`config.mk`:
```
export PLATFORM = sky130hd
export DESIGN_NAME = instr_issue_ctrl
export DESIGN_NICKNAME = d
export VERILOG_FILES = /design/src/rtl/instr_issue_ctrl.sv
export SDC_FILE = /design/constraint.sdc
export NUM_CORES = 1
export LEC_CHECK = 0
export BUFFER_PORTS_ARGS = -buffer_cell sky130_fd_sc_hd__buf_2
export CORE_MARGIN = 2
export CORE_UTILIZATION = 61
export DETAILED_ROUTE_END_ITERATION = 8
export PLACE_DENSITY = 0.89
export SYNTH_ARGS = -nofsm -noshare
export SYNTH_HDL_FRONTEND = slang
export SYNTH_SLANG_ARGS = --single-unit
```
`constraint.sdc`:
```
create_clock -name clk -period 6.05 [get_ports clk]
set_input_delay 0.605 -clock clk [delete_from_list [all_inputs] [get_ports clk]]
set_output_delay 0.605 -clock clk [all_outputs]
set_load 0.01 [all_outputs]
```
`src/rtl/instr_issue_ctrl.sv`:
```
// Issue sequencer: buffers instructions, feeds the decoder one at a time, retires on execute completion.
// Optional EXEC watchdog enabled by defining ISSUE_TIMEOUT_EN.
module instr_issue_ctrl #(
    parameter int BUS_WIDTH      = 33,
    parameter int OPCODE_WIDTH   = 5,
    parameter int FIFO_DEPTH     = 4,
    parameter int TIMEOUT_CYCLES = 64
) (
    input  logic                               clk,
    input  logic                               rst_n,
    input  logic                               in_valid,
    input  logic [BUS_WIDTH-1:0]               in_instr,
    output logic                               in_ready,
    input  logic                               flush,
    output logic                               instr_valid,
    output logic [BUS_WIDTH-1:0]               instr,
    input  logic [OPCODE_WIDTH-1:0]            dec_opcode,
    input  logic                               exe_done,
    input  logic [OPCODE_WIDTH-1:0]            exe_done_op,
    output logic [OPCODE_WIDTH-1:0]            op_done,
    output logic                               next_instr,
    output logic                               busy,
    output logic [$clog2(FIFO_DEPTH+1)-1:0]    fifo_count,
    output logic                               err_mismatch,
    output logic                               err_timeout
);

    localparam int CW = $clog2(FIFO_DEPTH + 1);
    localparam int PW = $clog2(FIFO_DEPTH);
    localparam logic [CW-1:0] FULL = CW'(FIFO_DEPTH);

    localparam logic [2:0] S_IDLE   = 3'd0;
    localparam logic [2:0] S_ISSUE  = 3'd1;
    localparam logic [2:0] S_DECODE = 3'd2;
    localparam logic [2:0] S_EXEC   = 3'd3;
    localparam logic [2:0] S_RETIRE = 3'd4;

    logic [BUS_WIDTH-1:0]    mem_q [FIFO_DEPTH];
    logic [PW-1:0]           wr_ptr_q, wr_ptr_d;
    logic [PW-1:0]           rd_ptr_q, rd_ptr_d;
    logic [CW-1:0]           count_q, count_d;
    logic [2:0]              state_q, state_d;
    logic [BUS_WIDTH-1:0]    instr_q, instr_d;
    logic [OPCODE_WIDTH-1:0] op_q, op_d;
    logic                    err_mis_q, err_mis_d;
    logic                    full, empty, push, pop, match, expire;

    assign full  = (count_q == FULL);
    assign empty = (count_q == '0);
    assign push  = in_valid & ~full & ~flush;
    assign match = exe_done & (exe_done_op == op_q);

`ifdef ISSUE_TIMEOUT_EN
    localparam int TW = $clog2(TIMEOUT_CYCLES + 1);
    localparam logic [TW-1:0] TMO_LAST = TW'(TIMEOUT_CYCLES - 1);

    logic [TW-1:0] tmo_q, tmo_d;
    logic          err_tmo_q, err_tmo_d;

    // Counter is zero on the first EXEC cycle because it idles at zero elsewhere.
    assign expire = (state_q == S_EXEC) & (tmo_q == TMO_LAST);

    always_comb begin
        tmo_d     = (state_q == S_EXEC) ? tmo_q + TW'(1) : '0;
        err_tmo_d = err_tmo_q | (expire & ~match);
    end

    always_ff @(posedge clk or negedge rst_n) begin
        if (!rst_n) begin
            tmo_q     <= '0;
            err_tmo_q <= 1'b0;
        end else begin
            tmo_q     <= tmo_d;
            err_tmo_q <= err_tmo_d;
        end
    end

    assign err_timeout = err_tmo_q;
`else
    assign expire      = 1'b0;
    assign err_timeout = 1'b0;
`endif

    always_comb begin
        state_d   = state_q;
        instr_d   = instr_q;
        op_d      = op_q;
        err_mis_d = err_mis_q;
        pop       = 1'b0;
        unique case (state_q)
            S_IDLE: begin
                if (!empty) begin
                    pop     = 1'b1;
                    state_d = S_ISSUE;
                end
            end
            S_ISSUE: state_d = S_DECODE;
            S_DECODE: begin
                op_d    = dec_opcode;
                state_d = (dec_opcode == '0) ? S_RETIRE : S_EXEC;
            end
            S_EXEC: begin
                if (match || expire) state_d = S_RETIRE;
                if (exe_done && !match) err_mis_d = 1'b1;
            end
            S_RETIRE: begin
                if (!empty) begin
                    pop     = 1'b1;
                    state_d = S_ISSUE;
                end else begin
                    state_d = S_IDLE;
                end
            end
            default: state_d = S_IDLE;
        endcase
        if (flush) begin
            state_d = S_IDLE;
            pop     = 1'b0;
        end
        if (pop) instr_d = mem_q[rd_ptr_q];
    end

    always_comb begin
        wr_ptr_d = push ? wr_ptr_q + PW'(1) : wr_ptr_q;
        rd_ptr_d = pop ? rd_ptr_q + PW'(1) : rd_ptr_q;
        count_d  = count_q + CW'(push) - CW'(pop);
        if (flush) begin
            wr_ptr_d = '0;
            rd_ptr_d = '0;
            count_d  = '0;
        end
    end

    always_ff @(posedge clk) begin
        if (push) mem_q[wr_ptr_q] <= in_instr;
    end

    always_ff @(posedge clk or negedge rst_n) begin
        if (!rst_n) begin
            state_q   <= S_IDLE;
            wr_ptr_q  <= '0;
            rd_ptr_q  <= '0;
            count_q   <= '0;
            instr_q   <= '0;
            op_q      <= '0;
            err_mis_q <= 1'b0;
        end else begin
            state_q   <= state_d;
            wr_ptr_q  <= wr_ptr_d;
            rd_ptr_q  <= rd_ptr_d;
            count_q   <= count_d;
            instr_q   <= instr_d;
            op_q      <= op_d;
            err_mis_q <= err_mis_d;
        end
    end

    assign in_ready     = rst_n & ~full;
    assign instr_valid  = (state_q == S_ISSUE);
    assign instr        = instr_q;
    assign next_instr   = (state_q == S_RETIRE);
    assign op_done      = next_instr ? op_q : '0;
    assign busy         = (state_q != S_IDLE);
    assign fifo_count   = count_q;
    assign err_mismatch = err_mis_q;

endmodule

```
### After elaboration in Yosys (flattened, before gate mapping)

Memories as Yosys holds them, arrays and structs flattened. A register that Yosys moved wholly into a read port is not among the register bits.
Index checks and enable logic that the tools add are counted.

| operators by class | value |
|---|---|
| equality and inequality tests | 8 |
| add/sub/neg operators | 4 |
| mux-type cells | 17 |
| bitwise operators | 6 |
| reductions and logical operators | 12 |

Operator list:

| kind | number |
|---|---|
| 3-bit 2-to-1 mux | 5 |
| 3-bit one-hot mux with 5 select lines | 1 |
| 2-bit 2-to-1 mux | 4 |
| 3-bit by 2-bit == test with 1-bit output (second input constant) | 2 |
| 3-bit == test (second input constant) | 2 |
| 3-bit zero test | 2 |
| 1-bit 2-to-1 mux | 6 |
| 3-bit != test (second input constant) | 2 |
| 5-bit == test | 1 |
| 5-bit zero test | 1 |
| 5-bit 2-to-1 mux | 1 |
| 2-bit by 1-bit adder with 2-bit output (second input constant) | 2 |
| 1-bit bitwise AND | 4 |
| 2-bit AND reduction | 2 |
| 2-bit nonzero test | 2 |
| 3-bit by 1-bit adder with 3-bit output | 1 |
| 3-bit by 1-bit == test with 1-bit output (second input constant) | 1 |
| 3-bit nonzero test | 1 |
| 3-bit by 1-bit subtractor with 3-bit output | 1 |
| 1-bit zero test | 2 |
| 1-bit NOT | 2 |
| 2-bit OR reduction | 1 |
| 1-bit logical AND | 1 |

| storage, ports and cells | value |
|---|---|
| memories kept | 1 |
| register bits | 16 |
| word-level logic and storage cells | 54 |
| bits of input ports | 48 |
| RAM bits | 132 |

Memory list:

| memory | depth | bits a word | read ports | clocked after memory_dff | write ports | line | source |
|---|---|---|---|---|---|---|---|
| mem_q | 4 | 33 | 1 | 1 | 1 | 38 | `logic [BUS_WIDTH-1:0] mem_q [FIFO_DEPTH];` |

### Depth between registers and ports, before layout

Gate-level depths: netlist (run 1).

| logic depth | value |
|---|---|
| depth after elaboration | 7 |
| depth in mapped cells | 11 |
| gate-level depth less buffers | 11 |

### Worst setup path before layout (run 1)

OpenSTA, ideal clock, no wires.

| timing path | value |
|---|---|
| kind | reg-to-reg |
| start | register count_q[1] (netlist: fifo_count[1]) |
| end | register count_q[2] (netlist: fifo_count[2]) |
| setup time | 0.132 ns |
| buffers on the path | 1 |
| cell stages (with the launch flop) | 12 |
| slack | 3.687 ns |
| required time | 5.918 ns |
| arrival time | 2.231 ns |
| cell sequence | dfrtp_1 > or3_4 > nand2_4 > nor2_8 > buf_12 > ha_1 > inv_1 > ha_1 > inv_1 > fa_1 > xnor2_1 > nor2_1 |

RTL lines:

| what | line | source |
|---|---|---|
| start, declared | 41 | `logic [CW-1:0] count_q, count_d;` |
| start signal, assigned | 151 | `count_q <= count_d;` |
| 3-bit zero test | 49 | `assign empty = (count_q == '0);` |
| 1-bit 2-to-1 mux | 92, 107 |  |
| 1-bit 2-to-1 mux | n/a |  |
| 1-bit 2-to-1 mux | 116 | `if (flush) begin` |
| via pop | 46 | `logic full, empty, push, pop, match, expire;` |
| 3-bit by 1-bit subtractor with 3-bit output | 126 | `count_d = count_q + CW'(push) - CW'(pop);` |
| 3-bit 2-to-1 mux | 127 | `if (flush) begin` |
| via count_d[2] | 41 |  |

The timed path passes the listed nets, and every way through them passes these cells.
A chain may end at the register's enable or synchronous reset.

### Final worst setup path (run 1)

| timing path | value |
|---|---|
| start | register state_q[0] |
| end | register count_q[2] (netlist: fifo_count[2]) |

| on the way | value |
|---|---|
| word-level cells in the longest chain between the ends | 6 |

Ends and longest elaborated chain:

| what | line | source |
|---|---|---|
| start, declared | 42 | `logic [2:0] state_q, state_d;` |
| start signal, assigned | 148 | `state_q <= state_d;` |
| 3-bit == test / 3-bit zero test (equally long branches) | 90 | `unique case (state_q)` |
| 2-bit OR reduction (no source line) (*) | n/a |  |
| 1-bit 2-to-1 mux (*) | n/a |  |
| 1-bit 2-to-1 mux (*) | 116 |  |
| 3-bit by 1-bit subtractor with 3-bit output (*) | 126 |  |
| 3-bit 2-to-1 mux (*) | 127 |  |
| via count_d[2] | 41 |  |

The timed path passes the listed nets; every way through them passes the cells marked *.

==> impl_metrics.json, run 1 <==
{
  "status": "finished, final reports clean",
  "hold_viol_final": 0,
  "cp_data_arrival_time_ns": 3.16,
  "ys_seq_area_share_pct": 72.77,
  "num_rows": 39,
  "skew_ns": 0.008469,
  "final_antenna_net_count": 0,
  "multi_input_area_um2": 1777,
  "worstSetupPathType": "register to register",
  "syn2layout_area_growth_pct": 15.70,
  "postSynthAreaPerCell_um2": 20.79,
  "tightest_slew_ns": 0.9151,
  "crit_fanout": 34,
  "drtIter0Drc": 226,
  "slew_headroom_pct": 38.99,
  "fill_cells": 683,
  "setup_viol_count_final": 0,
  "dr.pass1.iters": 4,
  "p_clk_share_pct": 29.0,
  "rrSetupSlack_ns": 3.19,
  "antenna_found_initial": 1,
  "path_clk_slew_ns": 0.07,
  "drcViolationCount": 0,
  "holdCritPathClass": "input pin to async pin",
  "cts-hold-fix-buffers": 0,
  "setup_ws_ns": 3.192,
  "grt_max_degree": 51,
  "synthDistinctLibCells": 41,
  "die_area_um2": 12570,
  "p_per_area_nw_per_um2": 457.9,
  "nNetsFinal": 498,
  "synth-edff-count": 132,
  "cts_tree": "built",
  "syn_nets": 398,
  "die_y_um": 112.1,
  "overflow": 0,
  "wire_per_inst_um": 22.08,
  "synth_ff_type": "edfxtp_1",
  "netlist_area_um2": 7132,
  "synth_top_area_share_pct": 55.58,
  "post_cts_buffers": 0,
  "num_vias": 3439,
  "fin_crit_sh_pct": 47.24,
  "power_frac_comb_pct": 25.4,
  "grt_pass1_wl_um": 20490,
  "first_global_vias": 3614,
  "dp.cells": 567,
  "cp-end-kind": "register",
  "grt_use_total_pct": 22.31,
  "io_buffers": 93,
  "pin_count": 95,
  "cts_resized": 0,
  "maxCapViolCount": 0,
  "syn_inst": 343,
  "vdd_drop_max_mv": 0.2864,
  "ys_top_cells_by_area": "edfxtp_1 (56%), dfrtp_1 (17%), mux4_2 (10%)",
  "period_minus_slack_ns": 2.858,
  "drt-total-wl_um": 13200,
  "p_leak_nw": 3.162,
  "drv_slew": 0,
  "ys_warn_count": 0,
  "synth-seq-cells": 181,
  "async_flop_share_pct": 27.07,
  "swShare_pct": 27.69,
  "core_um2": 11420,
  "fin_cells": 598,
  "rsz0062_at_grt": "false",
  "insertion_delay_ns": 0.43,
  "dp_hpwl_um": 7556,
  "layout.area.seq_um2": 5192,
  "clock-sinks": 181,
  "cellInternalPower_mw": 2.732,
  "antenna_cells": 0,
  "worstPathRequired_ns": 6.35,
  "initial_core_util_pct": 62.46,
  "power_frac_seq_pct": 45.5,
  "htree_levels": 4,
  "cts_buffer_depth": 2,
  "gp_congestion": 0.8138,
  "fin_util_pct": 72.27,
  "die_w_um": 112.1,
  "setup-tns-final_ns": 0,
  "place_ws_ns": 3.195,
  "cts_buffers": 17,
  "cts_root_buf": "clkbuf_16",
  "max_clock_freq_mhz": 349.9,
  "drive_gt1_share_pct": 45.05,
  "cp-start-kind": "register",
  "switchingPower_mw": 1.046,
  "vias_per_cell": 5.751,
  "yosysTopAreaCell": "edfxtp_1"
}
[routing by layer]
layer  track usage [%]  vias up  share of wire [%]  wire (µm)
met5                 0        -              0.083         11
met4             8.374        2                2.5        325
met3             7.073       33                6.1        803
met2             36.75      129                 52       6909
met1             28.28     1742                 39       5154
li1                  -     1533                  -          -
[sequential cells by signal, indices dropped and copies added, names as in the netlist]
signal        cells
err_mismatch      1
mem_q           132
rd_ptr_q          2
op_q              5
wr_ptr_q          2
instr            33
fifo_count        3
state_q           3
[through the flow]
step                instance area, µm²  power [mW]  hold slack [ns]
CTS                               8252       3.805           0.3058
global route                      8252       3.937           0.3403
finish                            8252       3.779           0.2803
floorplan                         7132       2.426           0.3094
detailed placement                7662       2.691           0.4926
global placement                  7662       2.642           0.4494
[cells by family (layout without fill, tap and decap cells)]
| group | count (synthesis) | count (layout) | share of synthesized area, % |
|---|---|---|---|
| DFF | 181 | 181 | 72.77 |
| other | 1 | 1 | 0.05258 |
| buffers and inverters | 23 | 135 | 2.386 |
| AOI/OAI and AO/OA | 12 | 12 | 1.263 |
| muxes | 71 | 71 | 17.93 |
| xor gates and xnor gates | 8 | 8 | 0.9824 |
| and+or+nand+nor | 40 | 40 | 3.281 |
| adders and majority gates | 7 | 7 | 1.333 |
[power by group through the flow]
stage / combinational (mW) / sequential [mW] / clock (mW)
2_1_floorplan: 0.694 / 1.73 / 0
3_3_place_gp: 0.919 / 1.72 / 0
3_5_place_dp: 0.955 / 1.74 / 0
4_1_cts: 0.975 / 1.72 / 1.11
5_1_grt: 1.04 / 1.75 / 1.15
6_report: 0.961 / 1.72 / 1.10
[synth_stat cells, drive strengths merged, types with 2 or more instances]
| cell | number |
|---|---|
| edfxtp | 132 |
| dfrtp | 49 |
| mux2 | 37 |
| mux4 | 33 |
| nor2 | 14 |
| buf | 12 |
| inv | 9 |
| and2 | 6 |
| ha | 6 |
| and3 | 5 |
| nand2 | 5 |
| xnor2 | 4 |
| xor2 | 4 |
| o21ai | 3 |
| a21o | 2 |
| clkbuf | 2 |
| nand2b | 2 |
| nor2b | 2 |
| o31ai | 2 |
| or3 | 2 |
[cells in the final DEF (no fill, tap or decap), types with 2 or more instances in the layout]
| cell type | instances |
|---|---|
| dfrtp_2 | 2 |
| buf_2 | 93 |
| and2_2 | 4 |
| clkinvlp_4 | 5 |
| xor2_1 | 4 |
| o21ai_0 | 3 |
| clkinv_4 | 2 |
| bufinv_16 | 3 |
| mux2_4 | 29 |
| o31ai_1 | 2 |
| inv_1 | 9 |
| and2_1 | 2 |
| clkinv_2 | 3 |
| nor2b_1 | 2 |
| buf_4 | 2 |
| and3_1 | 5 |
| nand2_1 | 4 |
| clkbuf_16 | 17 |
| a21o_1 | 2 |
| nor2_1 | 12 |
| mux2_2 | 8 |
| nand2b_1 | 2 |
| edfxtp_1 | 132 |
| xnor2_1 | 4 |
| ha_1 | 6 |
| mux4_2 | 33 |
| dfrtp_1 | 47 |
[path summary, 6_finish.rpt]
kind,startpoint,end,depth (start not counted)
max,state_q[0],fifo_count[2],10
min,rst_n,op_q[3],2
max reg2reg,state_q[0],fifo_count[2],10
min reg2reg,instr[2],instr[2],1
max in group asynchronous,rst_n,rd_ptr_q[0],2
min in group clk,in_instr[16],mem_q[3][16],1
[worst max-delay path, cell delays in order (launching register included)]
cell and delay [ns]:
dfrtp_1 0.45, nor2_2 0.34, nand2_4 0.12, nor2_8 0.63, ha_1 0.35, inv_1 0.05
ha_1 0.13, inv_1 0.05, fa_1 0.37, xnor2_1 0.17, nor2_1 0.06
[area by class of cell]
| type | instances | area share, % |
|---|---|---|
| clock inverter | 13 | 1.941 |
| sequential | 181 | 62.93 |
| clock buffer | 18 | 5.201 |
| tap | 143 | 2.168 |
| inverter | 9 | 0.4094 |
| multi-input combinational | 139 | 21.53 |
| timing repair buffer | 95 | 5.823 |
No activity file was read; power rests on OpenSTA's default activity.
==> run 2, diff against run 1 <==
Settings changed: CORE_UTILIZATION 61 to 52, PLACE_DENSITY 0.89 to 0.81.
Clock period 6.05 ns to 2.5 ns, I/O delays scaled along.
==> run 2 against run 1 <==
  * Global-route usage decreased by 3.6 points
  * Sequential power up 140%
  * Clock power rose by 140%
  * Critical endpoint unchanged
==> impl_metrics.json, run 2 (synthesized netlist as in run 1, its figures left out) <==
{
  "cp-start-kind": "register",
  "drv_slew": 0,
  "die_y_um": 121.1,
  "cts_buffers": 17,
  "worstPathRequired_ns": 2.80,
  "core_um2": 13300,
  "drt-total-wl_um": 12430,
  "rrSetupSlack_ns": 0.23,
  "vdd_drop_max_mv": 0.6321,
  "path_clk_slew_ns": 0.06,
  "nNetsFinal": 502,
  "setup_ws_ns": 0.2290,
  "critPathBufInv": 2,
  "overflow": 0,
  "fin_crit_sh_pct": 90.84,
  "maxCapViolCount": 0,
  "clock-sinks": 181,
  "met1_usage_pct": 23.17,
  "drcViolationCount": 0,
  "insertion_delay_ns": 0.42,
  "gp_congestion": 0.7822,
  "worstSetupPathType": "register to register",
  "final_cell_mix": "edfxtp_1 (132), buf_2 (93), dfrtp_1 (47), mux4_2 (33), mux2_4 (29)",
  "r2r-end": "fifo_count[2]",
  "cts_root_buf": "clkbuf_16",
  "skew_ns": 0.006430,
  "largest_register_ffs": 132,
  "final_common_cell": "edfxtp_1",
  "cp.depth": 10,
  "reg2reg_depth": 10,
  "num_rows": 42,
  "drive_gt1_share_pct": 45.00,
  "crit_fanout": 6,
  "die_area_um2": 14670,
  "antenna_found_initial": 0,
  "cpMaxStageDelayCell": "dfrtp_1",
  "grt_pass1_wl_um": 20060,
  "tightest_slew_ns": 0.9567,
  "grt_use_total_pct": 18.74,
  "post_cts_buffers": 0,
  "critical_path.endpoint": "fifo_count[2]",
  "die_w_um": 121.1,
  "p_leak_nw": 3.195,
  "status": "finished, final reports clean",
  "initial_core_util_pct": 53.64,
  "r2r_start": "fifo_count[1]",
  "cts_buffer_depth": 2,
  "setup-tns-final_ns": 0,
  "hold_viol_final": 0,
  "io_buffers": 93,
  "pin_count": 95,
  "cpPeakStageDelay_ns": 0.46,
  "cp-end-kind": "register",
  "cts_tree": "built",
  "wire_per_inst_um": 19.54,
  "final_antenna_net_count": 0,
  "critPathTopFamily": "adder cells",
  "top_register": "mem_q",
  "dr.pass1.iters": 4,
  "num_vias": 3482,
  "vias_per_cell": 5.475,
  "finalPower_mw": 9.083,
  "grt_max_degree": 50,
  "top_usage_layer": "met2",
  "syn2layout_area_growth_pct": 16.88,
  "period_minus_slack_ns": 2.271,
  "holdCritPathClass": "input pin to register",
  "grt_use_met3_pct": 4.793,
  "cts-hold-fix-buffers": 0,
  "cp_data_arrival_time_ns": 2.57,
  "crit_path_start": "fifo_count[1]",
  "path_cells": "or3_4, nand2_4, nor2_8, ha_1, inv_1, ha_1, inv_1, fa_1, xnor2_1, nor2_1",
  "fill_cells": 945,
  "drtIter0Drc": 210,
  "slew_headroom_pct": 36.22,
  "place_ws_ns": 0.2337,
  "first_global_vias": 3797,
  "dp_hpwl_um": 7580,
  "use_met2_pct": 31.60,
  "antenna_cells": 0,
  "cts_resized": 0,
  "htree_levels": 4,
  "rsz0062_at_grt": "false",
  "max_clock_freq_mhz": 440.3,
  "p_per_area_nw_per_um2": 1090,
  "setup_viol_count_final": 0
}
[run 2: cell types whose count changed in the layout (fill, tap and decap cells not counted), sizes merged]
cell      change
clkinv        -2
clkbuf        +6
bufinv        -1
inv           +1
buf           +4
clkinvlp      -3
[run 2: worst min-delay path by stage]
stage / from / end / slack [ns] / cells after the start
after CTS: in_instr[29] / mem_q[1][29] / 0.02 / 1
after floorplan: rst_n / err_mismatch / -0.05 / 0
after global routing: in_instr[1] / mem_q[0][1] / 0.03 / 1
final: in_instr[15] / mem_q[2][15] / 0.04 / 1
after global placement: in_instr[29] / mem_q[2][29] / 0.46 / 1
after detailed placement: err_mismatch / err_mismatch / 0.46 / 1
[run 2: through the flow]
stage	hold WS, ns	utilization, %	cells	area [µm²]
after floorplan	-0.04559	-	343	7132
after global placement	0.4603	58.26	604	7746
after detailed placement	0.4643	58.26	604	7746
after CTS	0.02077	62.70	636	8335
after global routing	0.02863	62.70	636	8335
final	0.04250	62.70	636	8335
[run 2: worst register-to-register path, cell delays in order (launching register included)]
cell and delay (ns):
dfrtp_1 0.46, or3_4 0.43, nand2_4 0.11, nor2_8 0.04, ha_1 0.29, inv_1 0.06, ha_1 0.13, inv_1 0.05
fa_1 0.37, xnor2_1 0.17, nor2_1 0.05
[run 2: area by class of cell]
cell class / instances / area [µm²] / area share [%]
Sequential cell: 181 / 5192 / 62.29
Clock buffer: 24 / 491.7 / 5.899
Timing Repair Buffer: 99 / 523.0 / 6.274
Tap cell: 176 / 220.2 / 2.642
Multi-Input combinational cell: 139 / 1777 / 21.31
Inverter: 9 / 33.78 / 0.4053
Clock inverter: 8 / 97.59 / 1.171
[run 2: where the power goes]
part           internal, mW  leakage [nW]  switching, mW  total (mW)
Combinational          1.31          1.12           1.06        2.37
Sequential             3.77          1.79          0.336        4.11
Clock                  1.57         0.284           1.03        2.60
[run 2: routing by layer]
metal / wire length, µm / vias to the layer above / share of wire, %
li1: - / 1550 / -
met1: 5213 / 1825 / 42
met2: 6451 / 89 / 52
met3: 561 / 18 / 4.5
met4: 200 / 0 / 1.6
met5: 0 / - / 0
==> run 3, diff against run 2 <==
Settings changed: BUFFER_PORTS_ARGS -buffer_cell sky130_fd_sc_hd__buf_2 to -buffer_cell sky130_fd_sc_hd__buf_4.
==> run 3 against run 2 <==
  * Sequential power is essentially flat
  * Flip-flop and latch count unchanged
  * First-iteration DRC count is 32% lower
  * Clock skew up 0.015 ns
  * Fmax about the same
  * Die area stayed put
  * Global-route usage grew 0.83 points
  * Setup slack about the same
  * Count of clock-buffer cells in the layout decreased by 6
  * Combinational power rose by 8.9%
  * Final area grew 4.3%
  * Core utilization is 2.7 points higher
==> impl_metrics.json, run 3 (synthesized netlist as in run 1, its figures left out) <==
{
  "status": "finished, final reports clean",
  "fill_cells": 911,
  "vias_per_cell": 5.472,
  "final_cell_mix": "edfxtp_1 (132), buf_4 (98), dfrtp_1 (47), mux4_2 (33), mux2_4 (29)",
  "cts_root_buf": "clkbuf_16",
  "fin_util_pct": 65.37,
  "largest_register_ffs": 132,
  "period_minus_slack_ns": 2.271,
  "worstPathRequired_ns": 2.80,
  "antenna_cells": 0,
  "worstSetupPathType": "register to register",
  "setup-tns-final_ns": 0,
  "finalPower_mw": 9.831,
  "io_buffers": 93,
  "path_clk_slew_ns": 0.06,
  "antenna_found_initial": 0,
  "clock-sinks": 181,
  "crit_fanout": 6,
  "cts_tree": "built",
  "drv_slew": 0,
  "wire_per_inst_um": 20.55,
  "htree_levels": 4,
  "die_area_um2": 14670,
  "dp.cells": 604,
  "final_common_cell": "edfxtp_1",
  "holdCritPathClass": "input pin to register",
  "die_w_um": 121.1,
  "cp-end-kind": "register",
  "insertion_delay_ns": 0.43,
  "grt_max_degree": 50,
  "layout.area.seq_um2": 5192,
  "pin_count": 95,
  "rsz0062_at_grt": "false",
  "drive_gt1_share_pct": 45.87,
  "max_clock_freq_mhz": 440.4,
  "multi_input_area_um2": 1777,
  "nNetsFinal": 502,
  "first_global_vias": 3789,
  "post_cts_buffers": 0,
  "hold_viol_final": 0,
  "initial_core_util_pct": 53.64,
  "cp_data_arrival_time_ns": 2.57,
  "core_um2": 13300,
  "top_register": "mem_q",
  "syn2layout_area_growth_pct": 21.86,
  "dp_hpwl_um": 7672,
  "num_vias": 3480,
  "p_per_area_nw_per_um2": 1131,
  "skew_ns": 0.02169,
  "cts-hold-fix-buffers": 0,
  "final_antenna_net_count": 0,
  "drcViolationCount": 0,
  "drtIter0Drc": 142,
  "setup_viol_count_final": 0,
  "p_leak_nw": 3.329,
  "fin_crit_sh_pct": 90.83,
  "cp-start-kind": "register",
  "die_y_um": 121.1,
  "tightest_slew_ns": 0.9556,
  "grt_pass1_wl_um": 20590,
  "vdd_drop_max_mv": 0.6941,
  "maxCapViolCount": 0,
  "fin_cells": 636,
  "slew_headroom_pct": 36.29,
  "overflow": 0,
  "cts_buffers": 17,
  "cts_resized": 0,
  "cts_buffer_depth": 2,
  "drt-total-wl_um": 13070,
  "num_rows": 42,
  "gp_congestion": 0.7798,
  "grt_use_total_pct": 19.58,
  "dr.pass1.iters": 4
}
[run 3: metal layers]
| layer | global-route usage (%) | wire, µm | vias up |
|---|---|---|---|
| met5 | 0 | 0 | - |
| met1 | 24.07 | 5210 | 1808 |
| li1 | - | - | 1546 |
| met3 | 4.605 | 739 | 13 |
| met4 | 8.939 | 241 | 0 |
| met2 | 33.04 | 6880 | 113 |
[run 3: critical path: stages (launching register included)]
cell	delay (ns)
dfrtp_1	0.47
or3_4	0.42
nand2_4	0.11
nor2_8	0.03
ha_1	0.29
inv_1	0.06
ha_1	0.14
inv_1	0.05
fa_1	0.37
xnor2_1	0.16
nor2_1	0.05
[run 3: report_power, final]
part / switching (mW) / internal (mW)
clock network: 1.11 / 2.02
registers: 0.354 / 3.77
logic: 1.08 / 1.50
total: 2.54 / 7.29
[run 3: path summary, 6_finish.rpt]
check | start | endpoint | slack, ns | cells after the start
max in group asynchronous | rst_n | rd_ptr_q[0] | 1.97 | 2
setup reg to reg | fifo_count[1] | fifo_count[2] | 0.23 | 10
hold / removal | in_instr[1] | mem_q[0][1] | 0.02 | 1
setup / recovery | fifo_count[1] | fifo_count[2] | 0.23 | 10
hold reg to reg | err_mismatch | err_mismatch | 0.50 | 1
min in group asynchronous | rst_n | instr[17] | 0.03 | 2
[run 3: layout make-up]
type / count / share of cell area (%)
well taps: 176 / 2.534
multi-input cells: 139 / 20.44
clock inverters: 14 / 3.138
repair buffers: 99 / 8.696
flip-flops and latches: 181 / 59.75
inverters: 9 / 0.3887
clock buffers: 18 / 5.053
[run 3: through the flow]
| stage | setup WS, ns | cell area [µm²] | hold slack, ns |
|---|---|---|---|
| 4_1_cts | 0.2235 | 8691 | 0.002009 |
| 2_1_floorplan | 0.1371 | 7132 | -0.04559 |
| 3_3_place_gp | 0.3076 | 7979 | 0.4489 |
| 5_1_grt | 0.1032 | 8691 | 0.007881 |
| 6_report | 0.2292 | 8691 | 0.01593 |
| 3_5_place_dp | 0.2356 | 7979 | 0.4522 |
